### src/rtl/icache_req_scheduler_pkg.sv
// Shared types and constants for the ICache request scheduler.
package icache_req_scheduler_pkg;

    // Default ICache line size in bytes and the 4KB page offset width.
    localparam int ICACHE_LINE_BYTES = 16;
    localparam int PAGE_OFFSET_BITS  = 12;

    // Scheduler states: idle, waiting on a demand access, waiting on a prefetch.
    typedef enum logic [1:0] {
        IDLE        = 2'd0,
        DEMAND_WAIT = 2'd1,
        PF_WAIT     = 2'd2
    } icache_sched_state_t;

    // Plain vector encodings of the states, used by the FSM register.
    localparam logic [1:0] ST_IDLE        = IDLE;
    localparam logic [1:0] ST_DEMAND_WAIT = DEMAND_WAIT;
    localparam logic [1:0] ST_PF_WAIT     = PF_WAIT;

endpackage

### src/rtl/icache_req_scheduler_if.sv
// Fetch-side and ICache-side signal bundle of the request scheduler.
// The master modport is the scheduler itself; slave is its environment.
interface icache_req_scheduler_if #(
    parameter int VADDR_W = 40,
    parameter int CNT_W   = 16
);
    logic               fetch_req_valid;
    logic [VADDR_W-1:0] fetch_req_vaddr;
    logic               fetch_req_ready;
    logic               fetch_flush;
    logic               pf_enable;
    logic               icache_req_ready;
    logic               icache_req_valid;
    logic [VADDR_W-1:0] icache_req_vaddr;
    logic               icache_req_kill;
    logic               icache_resp_valid;
    logic               icache_resp_xcpt;
    logic               fetch_resp_valid;
    logic               fetch_resp_xcpt;
    logic [CNT_W-1:0]   pf_issued_cnt;

    modport master (
        input  fetch_req_valid, fetch_req_vaddr, fetch_flush, pf_enable,
        input  icache_req_ready, icache_resp_valid, icache_resp_xcpt,
        output fetch_req_ready, icache_req_valid, icache_req_vaddr,
        output icache_req_kill, fetch_resp_valid, fetch_resp_xcpt,
        output pf_issued_cnt
    );

    modport slave (
        output fetch_req_valid, fetch_req_vaddr, fetch_flush, pf_enable,
        output icache_req_ready, icache_resp_valid, icache_resp_xcpt,
        input  fetch_req_ready, icache_req_valid, icache_req_vaddr,
        input  icache_req_kill, fetch_resp_valid, fetch_resp_xcpt,
        input  pf_issued_cnt
    );
endinterface

### src/rtl/icache_req_scheduler_sat_counter.sv
// Saturating up-counter used for the prefetch-issue PMU event.
module sat_counter #(
    parameter int CNT_W = 16
) (
    input  logic             clk_i,
    input  logic             rstn_i,
    input  logic             inc,
    output logic [CNT_W-1:0] count
);

    localparam logic [CNT_W-1:0] ONE = CNT_W'(1);

    // Count up on each increment request and stick at all-ones.
    always_ff @(posedge clk_i or negedge rstn_i) begin
        if (!rstn_i) begin
            count <= '0;
        end else if (inc && !(&count)) begin
            count <= count + ONE;
        end
    end

endmodule

### src/rtl/icache_req_scheduler.sv
// Sequences demand fetches and next-line prefetches onto the single
// ICache request port, tracks the one outstanding access, kills it on
// flush or demand pre-emption, and forwards only demand responses.
module icache_req_scheduler
    import icache_req_scheduler_pkg::*;
#(
    parameter int VADDR_W    = 40,
    parameter int LINE_BYTES = ICACHE_LINE_BYTES,
    parameter int CNT_W      = 16
) (
    input  logic                   clk_i,
    input  logic                   rstn_i,
    icache_req_scheduler_if.master bus
);

    localparam int LOFF = $clog2(LINE_BYTES);
    localparam logic [VADDR_W-LOFF-1:0] LINE_ONE = (VADDR_W-LOFF)'(1);

    logic [1:0]              state_q, state_d;
    logic                    pf_pending_q, pf_pending_d;
    logic [VADDR_W-1:LOFF]   pf_line_q, pf_line_d;
    logic [VADDR_W-1:LOFF]   last_line_q, last_line_d;
    logic [VADDR_W-LOFF-1:0] next_line;
    logic                    next_line_in_page;
    logic                    completion;
    logic                    pf_inc;
    logic [CNT_W-1:0]        pf_count;

    assign next_line         = last_line_q + LINE_ONE;
    assign next_line_in_page = !(&last_line_q[PAGE_OFFSET_BITS-1:LOFF]);
    assign completion        = bus.icache_resp_valid | bus.icache_resp_xcpt;

    // Next-state, request issue and response routing for the single outstanding access.
    always_comb begin
        state_d              = state_q;
        pf_pending_d         = pf_pending_q;
        pf_line_d            = pf_line_q;
        last_line_d          = last_line_q;
        pf_inc               = 1'b0;
        bus.fetch_req_ready  = 1'b0;
        bus.icache_req_valid = 1'b0;
        bus.icache_req_vaddr = '0;
        bus.icache_req_kill  = 1'b0;
        bus.fetch_resp_valid = 1'b0;
        bus.fetch_resp_xcpt  = 1'b0;

        case (state_q)
            ST_IDLE: begin
                bus.fetch_req_ready = bus.icache_req_ready & ~bus.fetch_flush;
                if (bus.fetch_req_valid && bus.fetch_req_ready) begin
                    bus.icache_req_valid = 1'b1;
                    bus.icache_req_vaddr = bus.fetch_req_vaddr;
                    last_line_d          = bus.fetch_req_vaddr[VADDR_W-1:LOFF];
                    pf_pending_d         = 1'b0;
                    state_d              = ST_DEMAND_WAIT;
                end else if (pf_pending_q && bus.pf_enable && bus.icache_req_ready
                             && !bus.fetch_flush) begin
                    bus.icache_req_valid = 1'b1;
                    bus.icache_req_vaddr = {pf_line_q, {LOFF{1'b0}}};
                    pf_pending_d         = 1'b0;
                    pf_inc               = 1'b1;
                    state_d              = ST_PF_WAIT;
                end
                if (bus.fetch_flush) begin
                    pf_pending_d = 1'b0;
                end
            end

            ST_DEMAND_WAIT: begin
                if (bus.fetch_flush) begin
                    bus.icache_req_kill = 1'b1;
                    pf_pending_d        = 1'b0;
                    state_d             = ST_IDLE;
                end else if (completion) begin
                    bus.fetch_resp_valid = 1'b1;
                    bus.fetch_resp_xcpt  = bus.icache_resp_xcpt;
                    state_d              = ST_IDLE;
                    if (!bus.icache_resp_xcpt && bus.pf_enable && next_line_in_page) begin
                        pf_pending_d = 1'b1;
                        pf_line_d    = next_line;
                    end
                end
            end

            ST_PF_WAIT: begin
                if (bus.fetch_flush) begin
                    bus.icache_req_kill = 1'b1;
                    pf_pending_d        = 1'b0;
                    state_d             = ST_IDLE;
                end else if (completion) begin
                    state_d = ST_IDLE;
                end else if (bus.fetch_req_valid) begin
                    bus.icache_req_kill = 1'b1;
                    state_d             = ST_IDLE;
                end
            end

            default: begin
                state_d      = ST_IDLE;
                pf_pending_d = 1'b0;
            end
        endcase
    end

    // State, pending prefetch and last demand line registers.
    always_ff @(posedge clk_i or negedge rstn_i) begin
        if (!rstn_i) begin
            state_q      <= ST_IDLE;
            pf_pending_q <= 1'b0;
            pf_line_q    <= '0;
            last_line_q  <= '0;
        end else begin
            state_q      <= state_d;
            pf_pending_q <= pf_pending_d;
            pf_line_q    <= pf_line_d;
            last_line_q  <= last_line_d;
        end
    end

    sat_counter #(.CNT_W(CNT_W)) u_pf_counter (
        .clk_i  (clk_i),
        .rstn_i (rstn_i),
        .inc    (pf_inc),
        .count  (pf_count)
    );

    assign bus.pf_issued_cnt = pf_count;

endmodule
### src/flat_wrapper.sv
// flat-port wrapper written by rule: the top's interface ports become plain ports
module icache_req_scheduler_flat import icache_req_scheduler_pkg::*;
#(
    parameter int VADDR_W    = 40,
    parameter int LINE_BYTES = ICACHE_LINE_BYTES,
    parameter int CNT_W      = 16
)
  (clk_i, rstn_i, bus_fetch_req_valid, bus_fetch_req_vaddr, bus_fetch_flush, bus_pf_enable, bus_icache_req_ready, bus_icache_resp_valid, bus_icache_resp_xcpt, bus_fetch_req_ready, bus_icache_req_valid, bus_icache_req_vaddr, bus_icache_req_kill, bus_fetch_resp_valid, bus_fetch_resp_xcpt, bus_pf_issued_cnt);
  icache_req_scheduler_if #(.VADDR_W(VADDR_W), .CNT_W(CNT_W)) bus_i ();
  input  logic clk_i;
  input  logic rstn_i;
  input wire logic [$bits(bus_i.fetch_req_valid)-1:0] bus_fetch_req_valid;
  input wire logic [$bits(bus_i.fetch_req_vaddr)-1:0] bus_fetch_req_vaddr;
  input wire logic [$bits(bus_i.fetch_flush)-1:0] bus_fetch_flush;
  input wire logic [$bits(bus_i.pf_enable)-1:0] bus_pf_enable;
  input wire logic [$bits(bus_i.icache_req_ready)-1:0] bus_icache_req_ready;
  input wire logic [$bits(bus_i.icache_resp_valid)-1:0] bus_icache_resp_valid;
  input wire logic [$bits(bus_i.icache_resp_xcpt)-1:0] bus_icache_resp_xcpt;
  output wire logic [$bits(bus_i.fetch_req_ready)-1:0] bus_fetch_req_ready;
  output wire logic [$bits(bus_i.icache_req_valid)-1:0] bus_icache_req_valid;
  output wire logic [$bits(bus_i.icache_req_vaddr)-1:0] bus_icache_req_vaddr;
  output wire logic [$bits(bus_i.icache_req_kill)-1:0] bus_icache_req_kill;
  output wire logic [$bits(bus_i.fetch_resp_valid)-1:0] bus_fetch_resp_valid;
  output wire logic [$bits(bus_i.fetch_resp_xcpt)-1:0] bus_fetch_resp_xcpt;
  output wire logic [$bits(bus_i.pf_issued_cnt)-1:0] bus_pf_issued_cnt;
  assign bus_i.fetch_req_valid = bus_fetch_req_valid;
  assign bus_i.fetch_req_vaddr = bus_fetch_req_vaddr;
  assign bus_i.fetch_flush = bus_fetch_flush;
  assign bus_i.pf_enable = bus_pf_enable;
  assign bus_i.icache_req_ready = bus_icache_req_ready;
  assign bus_i.icache_resp_valid = bus_icache_resp_valid;
  assign bus_i.icache_resp_xcpt = bus_icache_resp_xcpt;
  assign bus_fetch_req_ready = bus_i.fetch_req_ready;
  assign bus_icache_req_valid = bus_i.icache_req_valid;
  assign bus_icache_req_vaddr = bus_i.icache_req_vaddr;
  assign bus_icache_req_kill = bus_i.icache_req_kill;
  assign bus_fetch_resp_valid = bus_i.fetch_resp_valid;
  assign bus_fetch_resp_xcpt = bus_i.fetch_resp_xcpt;
  assign bus_pf_issued_cnt = bus_i.pf_issued_cnt;
  icache_req_scheduler #(.VADDR_W(VADDR_W), .LINE_BYTES(LINE_BYTES), .CNT_W(CNT_W)) u_core (.clk_i(clk_i), .rstn_i(rstn_i), .bus(bus_i));
endmodule
### config.mk
export PLATFORM = sky130hd
export DESIGN_NAME = icache_req_scheduler_flat
export DESIGN_NICKNAME = d
export VERILOG_FILES = /design/src/rtl/icache_req_scheduler_pkg.sv /design/src/rtl/icache_req_scheduler_if.sv /design/src/rtl/icache_req_scheduler_sat_counter.sv /design/src/rtl/icache_req_scheduler.sv /design/src/flat_wrapper.sv
export SDC_FILE = /design/constraint.sdc
export NUM_CORES = 1
export LEC_CHECK = 0
export ABC_AREA = 1
export CORE_MARGIN = 2
export CORE_UTILIZATION = 36
export DETAILED_ROUTE_END_ITERATION = 6
export SETUP_SLACK_MARGIN = 0.15
export SYNTH_ARGS = -nofsm -noshare
export SYNTH_HDL_FRONTEND = slang
export SYNTH_SLANG_ARGS = --single-unit
### constraint.sdc
create_clock -name clk_i -period 2.6 [get_ports clk_i]
set_input_delay 0.52 -clock clk_i [delete_from_list [all_inputs] [get_ports clk_i]]
set_output_delay 0.52 -clock clk_i [all_outputs]
set_load 0.05 [all_outputs]
==> out/qor.txt <==
Crit-path slowest cell = dfrtp_1
clock-pin slew on the worst setup and hold paths = 0.06 ns
PortBufs = 108
register area share after synthesis = 44.7%
Max-slew headroom = 65.7%
Cells after Synth = 730
largest cells by area after synthesis = dfrtp_1, nand2_1, o21ai_0, inv_1, nor2_1
fillcell total = 1,304
Logic pwr share = 31.2%
GRT Resource Usage Total = 21.6%
H-Tree Depth = 3
Slew @ Worst Pin = 0.514 ns
Core Region = 13,900 um^2
Sw Ratio = 36.5%
Fmax = 0.408 GHz
M3 GR Usage = 3.00%
Placement Cell Area = 7020 um^2
clock buffer depth = 2
vias in the first global route = 5,358
Layout area overhead = 48.2%
Routed WL = 15,100 um
CP Launch Type = register
RSZ-0062 raised after global routing = true
Vias = 5,170
origin of the worst setup path = u_core.state_q[1]
CTS sink cnt = 91
initial antenna violation count = 0
ANT nets after route = 0
Post-synth EDFFs = 0
Ant. Diodes = 0
Ports = 109
clock network fraction of total power = 25.9%
Worst EP arrival = 1.93 ns
most used cell, CP = buf_12
CTS tree = yes
Setup-failing EPs final = 0
global route hottest layer = met2
Die Wd = 123 um
Peak VDD IR = 0.349 mV
proportion of layout cells with a drive suffix above 1 = 15.1%
multi-input logic area = 2560 um^2
chip height = 123 um
Netlist cell types = 31
Flop pwr share = 42.9%
Setup Crit Path Kind = reg -> out
Async SR Flop Fraction = 100%
Syn. warnings = 0
Post-Syn Area = 5100 um^2
Switch Pwr = 1.98 mW
Syn Nets = 783
first-pass GRT wire length = 25,600 um
fin crit period = 2.45 ns
GPL Wtd Cong = 0.909
Clock Skew = 0.00786 ns
status = finished, final reports clean
wire per inst = 14.4 um
CP max stage delay = 0.39 ns
worst-path fanout max = 6
Min-Delay Path Class = in -> async
final net count = 921
Hold WS = 0.187 ns
P per Cell Area = 717 nW/um^2
Power, Total = 5.41 mW
TritonCTS buffer count = 9
Pint = 3.44 mW
r2r startpoint = u_core.state_q[1]
Hold Violations, Final = 0
Post-Syn Area per Cell = 6.98 um^2
cts hold-fix bufs = 0
period utilisation layout = 94.2%
area leader, netlist = dfrtp_1
path depth of the worst reg2reg path = 11
#FFs+latches synth = 91
FF/Latch Area = 2280 um^2
drt initial violations = 434
CP cell instances = inv_2 > ha_4 > inv_4 > nor3_4 > buf_12 > clkinvlp_4 > buf_12 > o21ai_4 > buf_12
worst r2r dst = u_core.u_pf_counter.count[9]
die area = 15,100 um^2
Root Buffer = clkbuf_16
DP HPWL = 11,000 um
pin count of the biggest net entering global routing = 92
Worst setup EP type = primary output
grt ovf = 0
dominant cell by count in the synthesized netlist = nand2_1
Rows = 43
area share of the largest cell type after synthesis = 44.7%
Slew Viols, Final = 0
Worst-Skew Late Latency = 0.35 ns
design area = 7550 um^2
CP Data Required Time = 2.08 ns
met2 Track Usage GR = 35.5%
Critical Path End = bus_icache_req_vaddr[30]
drt pass-1 iters = 5
max_cap viols = 0
Leak = 3.63 nW
Initial Utilization = 36.7%
number of vias per cell = 4.91
Remaining DRCs = 0
R2R setup slack = 0.58 ns
most used flip-flop cell after synthesis = dfrtp_1
met1 Track Usage GR = 28.7%
commonest cells in the netlist = nand2_1, dfrtp_1, inv_1, o21ai_0, nor2_1
-- power by group through the flow --
stage / sequential (mW) / combinational [mW] / clock, mW
floorplan: 2.20 / 1.00 / 0
global placement: 2.32 / 1.50 / 0
detailed placement: 2.34 / 1.55 / 0
CTS: 2.32 / 1.64 / 1.41
global route: 2.39 / 1.91 / 1.47
finish: 2.32 / 1.69 / 1.40
-- critical path, delay by kind of cell (launching register included) --
family	cells	cell delay (ns)
adder cells (fa/ha/maj)	1	0.16
flip-flops	1	0.39
buffers and inverters	6	0.69
AO/OA/AOI/OAI	1	0.17
AND/OR/NAND/NOR	1	0.14
-- worst min-delay path by stage --
stage | from | cells after the start | slack (ns) | end
2_1_floorplan | rstn_i | 0 | 0.22 | u_core.last_line_q[10]
3_3_place_gp | u_core.pf_line_q[16] | 2 | 0.46 | u_core.pf_line_q[16]
3_5_place_dp | u_core.pf_line_q[35] | 2 | 0.46 | u_core.pf_line_q[35]
4_1_cts | rstn_i | 2 | 0.24 | u_core.u_pf_counter.count[13]
5_1_grt | rstn_i | 2 | 0.24 | u_core.u_pf_counter.count[13]
6_report | rstn_i | 2 | 0.19 | u_core.u_pf_counter.count[13]
-- metrics by stage --
stage	utilization [%]	worst slack, ns	setup TNS [ns]	instances
2_1_floorplan	-	0.0300	0	730
3_3_place_gp	50.5	-0.0563	-0.595	1026
3_5_place_dp	50.5	-0.0914	-0.796	1026
4_1_cts	54.1	0.155	0	1048
5_1_grt	54.4	0.0928	0	1052
6_report	54.4	0.150	0	1052
-- state kept, by name (all words and copies together) (netlist names) --
signal / cells
u_core.pf_line_q: 36
u_core.state_q: 2
u_core.u_pf_counter.count: 16
u_core.last_line_q: 36
u_core.pf_pending_q: 1
-- kinds of logic after synthesis --
logic type,count (synthesis),share of synthesized area (%)
buffers and inverters,94,7.44
AOI/OAI and AO/OA,77,7.63
xor gates and xnor gates,18,3.09
DFF,91,44.7
and+or+nand+nor,445,35.9
adders and majority gates,5,1.23
-- area by class of cell --
class | instances | area share (%)
clock inverters | 1 | 0.398
repair inverters | 1 | 0.0994
well taps | 180 | 2.98
inverters | 74 | 3.76
flip-flops and latches | 91 | 30.2
clock buffers | 14 | 3.76
multi-input cells | 545 | 34.0
repair buffers | 146 | 24.9
-- cell usage in the layout (no fill, tap or decap), types with 2 or more instances in the layout --
cell and n:
nor2_2 6, inv_1 67, xnor2_1 4, o21ai_2 4
nand4_1 9, buf_6 2, buf_12 50, o21ai_0 56
nand3b_1 3, buf_4 32, o21ai_4 7, dlygate4sd2_1 4
clkbuf_16 9, clkdlybuf4s50_1 58, nor2_4 2, inv_2 5
a21oi_1 4, clkinvlp_4 2, o21ai_1 4, dfrtp_1 91
clkbuf_8 4, nor3_1 8, nand3_1 42, ha_1 4
nor2_1 59, xor2_1 14, nand2_1 308
-- routing by layer --
| layer | up-vias | share of wire [%] | wire length [um] |
|---|---|---|---|
| met2 | 160 | 49 | 7350 |
| met5 | - | 0 | 0 |
| met1 | 2419 | 45 | 6720 |
| met4 | 0 | 2.2 | 335 |
| met3 | 25 | 4.6 | 692 |
| li1 | 2566 | - | - |
-- repair_timing --
action,in CTS,in global routing
gates resized for setup,30,2
cloned,1,0
setup endpoints to repair,36,35
setup buffers,6,4
pin swaps,4,0
Note: power is estimated with default switching activity, not from simulation.
